$ cat config.mk
export PLATFORM = sky130hd
export DESIGN_NAME = icd_cmd_sequencer
export DESIGN_NICKNAME = d
export VERILOG_FILES = /design/src/rtl/icd_cmd_sequencer.sv
export SDC_FILE = /design/constraint.sdc
export NUM_CORES = 1
export LEC_CHECK = 0
export BUFFER_PORTS_ARGS = -buffer_cell sky130_fd_sc_hd__buf_2
export CORE_MARGIN = 2
export CORE_UTILIZATION = 50
export CTS_BUF_LIST = sky130_fd_sc_hd__clkbuf_16
export CTS_CLUSTER_SIZE = 8
export DETAILED_ROUTE_END_ITERATION = 12
export GPL_TIMING_DRIVEN = 0
export PLACE_DENSITY = 0.72
export SYNTH_ARGS = -nofsm -noshare
export SYNTH_HDL_FRONTEND = slang
export SYNTH_SLANG_ARGS = --single-unit
$ cat constraint.sdc
create_clock -name clk6x -period 5.5 [get_ports clk6x]
set_input_delay 0.55 -clock clk6x [delete_from_list [all_inputs] [get_ports clk6x]]
set_output_delay 0.55 -clock clk6x [all_outputs]
set_load 0.01 [all_outputs]
$ cat src/rtl/icd_cmd_sequencer.sv
// ICD command sequencer: decodes header/address/data bytes from the SPI target,
// runs byte-wide bus cycles on the ICD memory port and returns status or read
// data to the SPI transmit path.
//
// state | meaning
// IDLE  | no command, data bytes ignored (also entered by STATUS header)
// SKIP  | unknown command, data bytes ignored until next header
// ADDR2 | expecting address bits [23:16]
// ADDR1 | expecting address bits [15:8]
// ADDR0 | expecting address bits [7:0]
// DATA  | each data byte launches a write (WRITE) or a read (READ)
module icd_cmd_sequencer #(
    parameter logic [3:0]  VERSION = 4'h1,
    parameter int unsigned BUS_TMO = 255
) (
    input  logic        clk6x,
    input  logic        resetn,
    input  logic [7:0]  rx_byte_i,
    input  logic        rx_hdr_en_i,
    input  logic        rx_db_en_i,
    output logic [7:0]  tx_byte_o,
    output logic        tx_en_o,
    output logic        bus_req_o,
    output logic        bus_we_o,
    output logic [23:0] bus_addr_o,
    output logic [7:0]  bus_wdata_o,
    input  logic [7:0]  bus_rdata_i,
    input  logic        bus_ack_i,
    output logic        busy_o
);

    localparam logic [2:0] S_IDLE  = 3'd0;
    localparam logic [2:0] S_SKIP  = 3'd1;
    localparam logic [2:0] S_ADDR2 = 3'd2;
    localparam logic [2:0] S_ADDR1 = 3'd3;
    localparam logic [2:0] S_ADDR0 = 3'd4;
    localparam logic [2:0] S_DATA  = 3'd5;

    localparam logic [7:0] TMO_LOAD = 8'(BUS_TMO);

    logic [2:0]  state;
    logic        cmd_rd;
    logic [23:0] addr;
    logic        req;
    logic        we;
    logic [23:0] baddr;
    logic [7:0]  wdata;
    logic [7:0]  tmo_cnt;
    logic        disc;          // header seen since launch: drop the result
    logic        launch_pend;   // first read of a READ waits for an old cycle
    logic        status_pend;
    logic        rd_pend;
    logic [7:0]  tx_q;
    logic        ovr;
    logic        tmo;

    logic        hdr;
    logic        db;
    logic        tmo_hit;
    logic        bus_done;
    logic        blocked;
    logic        launch_a0;
    logic        launch_db;
    logic        launch_lp;
    logic        launch;
    logic        launch_we;
    logic [23:0] launch_addr;
    logic        ovr_set;

    // Strobe qualification, launch decisions and flag-set conditions.
    always_comb begin
        hdr         = rx_hdr_en_i;
        db          = rx_db_en_i & ~rx_hdr_en_i;
        tmo_hit     = req & ~bus_ack_i & (tmo_cnt == 8'd1);
        bus_done    = req & (bus_ack_i | tmo_hit);
        blocked     = req | launch_pend;
        launch_a0   = db & (state == S_ADDR0) & cmd_rd & ~req;
        launch_db   = db & (state == S_DATA) & ~blocked;
        launch_lp   = launch_pend & ~req & ~hdr;
        launch      = launch_a0 | launch_db | launch_lp;
        launch_we   = launch_db & ~cmd_rd;
        launch_addr = launch_a0 ? {addr[23:8], rx_byte_i} : addr;
        // A status strobe colliding with read data loses the read data.
        ovr_set     = (db & (state == S_DATA) & blocked) | (status_pend & rd_pend);
    end

    assign busy_o      = ((state != S_IDLE) && (state != S_SKIP)) | req | launch_pend;
    assign tx_en_o     = status_pend | rd_pend;
    assign tx_byte_o   = status_pend ? {ovr, tmo, busy_o, 1'b0, VERSION} : tx_q;
    assign bus_req_o   = req;
    assign bus_we_o    = we;
    assign bus_addr_o  = baddr;
    assign bus_wdata_o = wdata;

    // Command decode FSM, address pointer and bus handshake.
    always_ff @(posedge clk6x or negedge resetn) begin
        if (!resetn) begin
            state       <= S_IDLE;
            cmd_rd      <= 1'b0;
            addr        <= '0;
            req         <= 1'b0;
            we          <= 1'b0;
            baddr       <= '0;
            wdata       <= '0;
            tmo_cnt     <= '0;
            disc        <= 1'b0;
            launch_pend <= 1'b0;
            status_pend <= 1'b0;
            rd_pend     <= 1'b0;
            tx_q        <= '0;
        end else begin
            status_pend <= hdr;
            rd_pend     <= 1'b0;

            if (launch_lp) begin
                launch_pend <= 1'b0;
            end

            if (hdr) begin
                cmd_rd      <= (rx_byte_i[7:4] == 4'h2);
                launch_pend <= 1'b0;
                case (rx_byte_i[7:4])
                    4'h0:       state <= S_IDLE;
                    4'h1, 4'h2: state <= S_ADDR2;
                    default:    state <= S_SKIP;
                endcase
            end else if (db) begin
                case (state)
                    S_ADDR2: begin
                        addr[23:16] <= rx_byte_i;
                        state       <= S_ADDR1;
                    end
                    S_ADDR1: begin
                        addr[15:8] <= rx_byte_i;
                        state      <= S_ADDR0;
                    end
                    S_ADDR0: begin
                        addr[7:0] <= rx_byte_i;
                        state     <= S_DATA;
                        if (cmd_rd && req) begin
                            launch_pend <= 1'b1;
                        end
                    end
                    default: ;
                endcase
            end

            if (req) begin
                if (bus_done) begin
                    req  <= 1'b0;
                    disc <= 1'b0;
                    if (!disc) begin
                        addr <= baddr + 24'd1;
                        if (!we) begin
                            tx_q    <= bus_ack_i ? bus_rdata_i : 8'hFF;
                            rd_pend <= 1'b1;
                        end
                    end
                end else begin
                    tmo_cnt <= tmo_cnt - 8'd1;
                    if (hdr) begin
                        disc <= 1'b1;
                    end
                end
            end else if (launch) begin
                req     <= 1'b1;
                we      <= launch_we;
                baddr   <= launch_addr;
                wdata   <= launch_we ? rx_byte_i : 8'h00;
                tmo_cnt <= TMO_LOAD;
            end
        end
    end

    // Sticky error flags, cleared by the status strobe unless set again at once.
    always_ff @(posedge clk6x or negedge resetn) begin
        if (!resetn) begin
            ovr <= 1'b0;
            tmo <= 1'b0;
        end else begin
            ovr <= (ovr & ~status_pend) | ovr_set;
            tmo <= (tmo & ~status_pend) | tmo_hit;
        end
    end

endmodule

* Word-level counts from Yosys, hierarchy flattened
Cells that the tools add are included.
** Cells by class
- Multiply operators :: 0
- Bitwise operators :: 34
- Mux-type cells :: 33
- Divide/modulo/power cells :: 0
- Magnitude comparators :: 0
- Add/sub/neg operators :: 2
- Equal/unequal tests :: 9
- Reduce and logical (&&, ||, !) cells :: 14
- Shift operators :: 0
** Operators with widths (number)
- 24-bit two-way mux :: 5
- 8-bit two-way mux :: 10
- 24-bit by 1-bit adder with 24-bit output (second input constant) :: 1
- 1-bit AND :: 16
- 1-bit two-way mux :: 14
- 1-bit OR :: 10
- 3-bit case mux with 3 select lines :: 1
- 8-bit by 1-bit equality test with 1-bit output (second input constant) :: 1
- 1-bit inverter :: 8
- 2-bit AND reduction :: 4
- 8-bit by 1-bit subtractor with 8-bit output (second input constant) :: 1
- 3-bit by 2-bit equality test with 1-bit output (second input constant) :: 2
- 3-bit equality test (second input constant) :: 2
- 3-bit two-way mux :: 2
- 2-bit nonzero test :: 3
- 4-bit by 1-bit equality test with 1-bit output (second input constant) :: 1
- 4-bit by 2-bit equality test with 1-bit output (second input constant) :: 1
- 4-bit logical NOT :: 1
- 2-bit case mux with 2 select lines :: 1
- 4-bit AND reduction :: 1
- 4-bit nonzero test :: 1
- 3-bit by 1-bit != test with 1-bit output (second input constant) :: 1
- 3-bit nonzero test :: 1
- 1-bit logical AND :: 2
- other kinds (2) :: 2
** Storage, ports and cells
- Latch bits :: 0
- ROM bits :: 0
- RAM bits :: 0
- Word-level logic and storage cells :: 107
- Output and inout bits :: 44
- Memories :: 0
- Register bits after elaboration :: 84
- Bits of input ports :: 21

* Depth between registers and ports, before layout
- Depth in word-level cells :: 9
- Gate-level depth with buffers :: 8
- Gate-level depth less buffers :: 6

* Worst setup path before layout
No wires, ideal clock.
- Path type :: reg2reg
- From :: register baddr[0] (netlist: bus_addr_o[0])
- To :: register addr[20]
- Clock period less this slack :: 2098 ps
- Buffers on the path :: 0
- Stages on the path, launching flop included :: 6
- Arrival :: 2016 ps
- Slack :: 3402 ps
- Setup time :: 82 ps
- Data required time :: 5418 ps
- Cell sequence :: dfrtp_1 ha_1 nand4_1 or3_2 or4_1 a31oi_1
** Between the ends
- Word-level cells in the longest chain between the ends :: 4
** RTL lines
- start: declaration :: line 46 : logic [23:0] baddr;
- start signal: assignment :: line 168 : baddr <= launch_addr;
- 24-bit by 1-bit adder with 24-bit output :: line 153 : addr <= baddr + 24'd1;
- 24-bit two-way mux :: line 152 : if (!disc) begin
- 24-bit two-way mux :: line 149 : if (bus_done) begin
- 24-bit two-way mux :: line 148 : if (req) begin
- end signal: assignment :: line 130 : addr[23:16] <= rx_byte_i;
- end signal: assignment :: line 153
- end: declaration :: line 43 : logic [23:0] addr;
Every way passes these cells.
A chain may end at the register's enable or synchronous reset.

* Worst setup path in the final report
- From :: register tmo_cnt[1]
- To :: register tx_q[6]
** Between the ends
- Word-level cells in the longest chain between the ends :: 5
** RTL lines
- start: declaration :: line 48 : logic [7:0] tmo_cnt;
- start signal: assignment :: line 160 : tmo_cnt <= tmo_cnt - 8'd1;
- 8-bit by 1-bit equality test with 1-bit output :: line 74 : tmo_hit = req & ~bus_ack_i & (tmo_cnt == 8'd1);
- 1-bit AND :: line 74
- 1-bit OR :: line 75 : bus_done = req & (bus_ack_i | tmo_hit);
- 1-bit AND :: line 75
- 4-bit AND reduction (no source line)
- end signal: assignment :: line 155 : tx_q <= bus_ack_i ? bus_rdata_i : 8'hFF;
- end: declaration :: line 53 : logic [7:0] tx_q;
Every way passes these cells.

==> load_flow_metrics.sql <==
INSERT INTO impl_metrics (metric_group, metric, value, unit) VALUES
('outcome', 'outcome', 'finished, final reports clean', ''),
('detailed_routing', 'wirelength', '10400', 'um'),
('die', 'fp.dieArea', '0.00958', 'mm2'),
('worst_setup_path', 'setup.worst_path.start', 'tmo_cnt[1]', ''),
('cells_and_area', 'seq_area', '0.00210', 'mm2'),
('synthesis', 'synthesis.area_per_instance', '11.2', 'um2'),
('synthesis', 'synthesis.yosys.warnings', '0', ''),
('cells_and_area', 'num-fill-cells', '732', ''),
('hold_path', 'hold_class', 'in -> async', ''),
('cells_and_area', 'multiInputGateArea', '0.00217', 'mm2'),
('synthesis', 'synth_enable_flop_cells', '0', ''),
('cells_and_area', 'mostFrequentLayoutCells', 'sky130_fd_sc_hd__dfrtp_1 (84), sky130_fd_sc_hd__buf_2 (65), sky130_fd_sc_hd__mux2_2 (43), sky130_fd_sc_hd__mux2i_1 (33), sky130_fd_sc_hd__nand2_1 (20)', ''),
('die', 'top_level_ports', '65', ''),
('die', 'dieHeight', '97.9', 'um'),
('power', 'power.density', '323', 'mW/mm2'),
('synthesis', 'synth_top_family_by_area', 'multiplexers', ''),
('global_route', 'grt_start_max_net_pins', '73', ''),
('cells_and_area', 'final_common_cell', 'sky130_fd_sc_hd__dfrtp_1', ''),
('clock_network', 'htreeDepth', '3', ''),
('clock_network', 'cts.hold.buffers_added', '0', ''),
('sta', 'worst_margin_slew', '0.957', 'ns'),
('sta', 'fin_tns_setup', '0', 'ns'),
('synthesis', 'yosys.area_share.adder', '0.00852', ''),
('detailed_routing', 'post_route_antenna_net_violation_count', '0', ''),
('detailed_routing', 'route.detailed.vias_per_inst', '5.96', ''),
('cells_and_area', 'layout_area_growth_over_synthesis', '17.6', '%'),
('synthesis', 'instance_count_of_the_mapped_netlist', '392', ''),
('synthesis', 'seq_area_frac_synth', '0.477', ''),
('clock_network', 'cts_repair_resize_count', '0', ''),
('die', 'placement_rows', '34', ''),
('clock_network', 'cts_inserted_buffers', '9', ''),
('synthesis', 'synth_flop_cell', 'sky130_fd_sc_hd__dfrtp_1', ''),
('clock_network', 'cts_buffer_depth', '2', ''),
('placement', 'gpl.final_weighted_congestion', '0.864', ''),
('clock_network', 'tritoncts_sink_count', '84', ''),
('detailed_routing', 'wl_per_cell', '17.9', 'um'),
('sta', 'holdWs', '0.0590', 'ns'),
('clock_network', 'clock_latency', '0.34', 'ns'),
('detailed_routing', 'first_iter_violations', '236', ''),
('worst_setup_path', 'crit-reg2reg-launch', 'tmo_cnt[1]', ''),
('placement', 'port_buffers', '62', ''),
('worst_setup_path', 'worst-path-max-fanout', '9', ''),
('detailed_routing', 'drt_drc_violations_left', '0', ''),
('worst_setup_path', 'crit_type', 'reg -> reg', ''),
('global_route', 'grt_antenna_before_repair', '0', ''),
('cells_and_area', 'final_layout_size_suffix_gt1_frac', '0.308', ''),
('global_route', 'first_global_vias', '3410', ''),
('power', 'fin_total_pwr', '1.68', 'mW'),
('global_route', 'grt_overflow', '0', ''),
('synthesis', 'ys_seq_elements', '84', ''),
('synthesis', 'synthMuxAreaShare', '0.185', ''),
('sta', 'maxClockFrequency', '414', 'MHz'),
('detailed_routing', 'detail_route.first_pass.iterations', '5', ''),
('die', 'initial_core_util', '0.510', ''),
('clock_network', 'cts_setup_buffers', '0', ''),
('synthesis', 'total_nets_after_synthesis', '416', ''),
('synthesis', 'area_fraction_in_and_or_nand_and_nor_cells_after_synthesis', '0.162', ''),
('sta', 'count_of_final_hold_check_violations', '0', ''),
('worst_setup_path', 'worst-endpoint-required', '5.72', 'ns'),
('worst_setup_path', 'timing.critical_path.from_type', 'flop', ''),
('worst_setup_path', 'worst-endpoint-arrival', '2.63', 'ns'),
('die', 'die_width', '97.9', 'um'),
('sta', 'slew_headroom', '0.357', ''),
('clock_network', 'cts.root.buffer_cell', 'sky130_fd_sc_hd__clkbuf_16', ''),
('job', 'drv_cap', '0', ''),
('sta', 'rsz0062_at_grt', 'false', ''),
('sta', 'fin_crit', '2.42', 'ns'),
('clock_network', 'tritoncts', 'built', ''),
('sta', 'clock_skew', '0.00916', 'ns'),
('synthesis', 'synth.cell_area', '0.00441', 'mm2'),
('worst_setup_path', 'kind_of_end_point_of_the_critical_path', 'flop', '');
Yosys cell counts, types with 3 or more instances:
| cell | number | area [um2] |
|---|---|---|
| sky130_fd_sc_hd__mux2_2 | 43 | 484 |
| sky130_fd_sc_hd__nand2b_1 | 9 | 56.3 |
| sky130_fd_sc_hd__nor3_1 | 5 | 25.0 |
| sky130_fd_sc_hd__nor2_1 | 12 | 45.0 |
| sky130_fd_sc_hd__a22oi_1 | 4 | 30.0 |
| sky130_fd_sc_hd__xnor2_1 | 13 | 114 |
| sky130_fd_sc_hd__and3_1 | 7 | 43.8 |
| sky130_fd_sc_hd__a211oi_1 | 3 | 22.5 |
| sky130_fd_sc_hd__nand3_1 | 13 | 65.1 |
| sky130_fd_sc_hd__nor4_1 | 10 | 62.6 |
| sky130_fd_sc_hd__o31ai_1 | 4 | 30.0 |
| sky130_fd_sc_hd__nand2_1 | 20 | 75.1 |
| sky130_fd_sc_hd__a21oi_1 | 6 | 30.0 |
| sky130_fd_sc_hd__o21ai_0 | 9 | 45.0 |
| sky130_fd_sc_hd__a22o_1 | 8 | 70.1 |
| sky130_fd_sc_hd__or4_1 | 4 | 30.0 |
| sky130_fd_sc_hd__mux2i_1 | 33 | 330 |
| sky130_fd_sc_hd__buf_2 | 4 | 20.0 |
| sky130_fd_sc_hd__inv_1 | 10 | 37.5 |
| sky130_fd_sc_hd__nor2b_1 | 5 | 31.3 |
| sky130_fd_sc_hd__a21o_1 | 3 | 22.5 |
| sky130_fd_sc_hd__ha_1 | 3 | 37.5 |
| sky130_fd_sc_hd__or3_1 | 3 | 18.8 |
| sky130_fd_sc_hd__a221oi_1 | 6 | 52.6 |
| sky130_fd_sc_hd__clkbuf_1 | 9 | 33.8 |
| sky130_fd_sc_hd__clkbuf_2 | 4 | 20.0 |
| sky130_fd_sc_hd__xor2_1 | 4 | 35.0 |
| sky130_fd_sc_hd__or2_2 | 4 | 25.0 |
| sky130_fd_sc_hd__dfrtp_1 | 84 | 2100 |
| sky130_fd_sc_hd__nand3b_1 | 4 | 30.0 |
| sky130_fd_sc_hd__a31oi_1 | 10 | 62.6 |
| sky130_fd_sc_hd__nand4_1 | 6 | 37.5 |
final cells by class:
type | count | area share
multi-input combinational | 278 | 0.420
sequential | 84 | 0.406
timing repair buffer | 63 | 0.0657
clock buffer | 9 | 0.0435
tap | 108 | 0.0261
buffer | 19 | 0.0171
clock inverter | 7 | 0.0145
inverter | 11 | 0.00797
critical path: stages, from the launching register on:
cell and delay, ns:
sky130_fd_sc_hd__dfrtp_1 0.42, sky130_fd_sc_hd__inv_1 0.09, sky130_fd_sc_hd__ha_1 0.15, sky130_fd_sc_hd__nor4bb_1 0.31, sky130_fd_sc_hd__a21oi_1 0.28, sky130_fd_sc_hd__nor3_2 0.64, sky130_fd_sc_hd__mux2_2 0.41
flip-flops by register name, summed over array words and instances, names as in the netlist, 3 cells and up:
register / cells
addr: 24
tmo_cnt: 8
bus_wdata_o: 8
tx_q: 8
state: 3
bus_addr_o: 24
per-layer routing:
metal / track usage / vias to the layer above / part of all wire
li1: - / 1619 / -
met1: 0.319 / 1694 / 0.45
met2: 0.351 / 121 / 0.48
met3: 0.0415 / 16 / 0.062
met4: 0.0759 / 0 / 0.015
met5: 0 / - / 0
path summary, 6_finish.rpt:
path	end	cells past startpoint	slack [ns]
max reg2reg	tx_q[6]	6	3.08
min	tmo_cnt[5]	1	0.06
max in group asynchronous	addr[9]	2	4.84
min in group clk6x	status_pend	1	0.38
max	tx_q[6]	6	3.08
min reg2reg	tx_q[0]	1	0.50
per-stage QoR:
step	cell area, um2	setup slack [ns]	std cells	utilization
final	5180	3.08	579	0.600
after detailed placement	4880	2.95	563	0.565
after CTS	5180	3.05	579	0.600
after global routing	5180	2.87	579	0.600
after floorplan	4410	3.40	392	-
after global placement	4850	3.01	562	0.562
power by group:
group          switching, mW  internal, mW
clock network          0.256         0.354
logic                  0.130         0.136
registers             0.0850         0.714
kinds of logic after synthesis:
| kind of cell | after synthesis |
|---|---|
| xor gates and xnor gates | 17 |
| adders and majority gates | 3 |
| DFF | 84 |
| buffers and inverters | 30 |
| muxes | 76 |
| AOI/OAI and AO/OA | 64 |
| and+or+nand+nor | 118 |
Note: power is estimated with default switching activity, not from simulation.
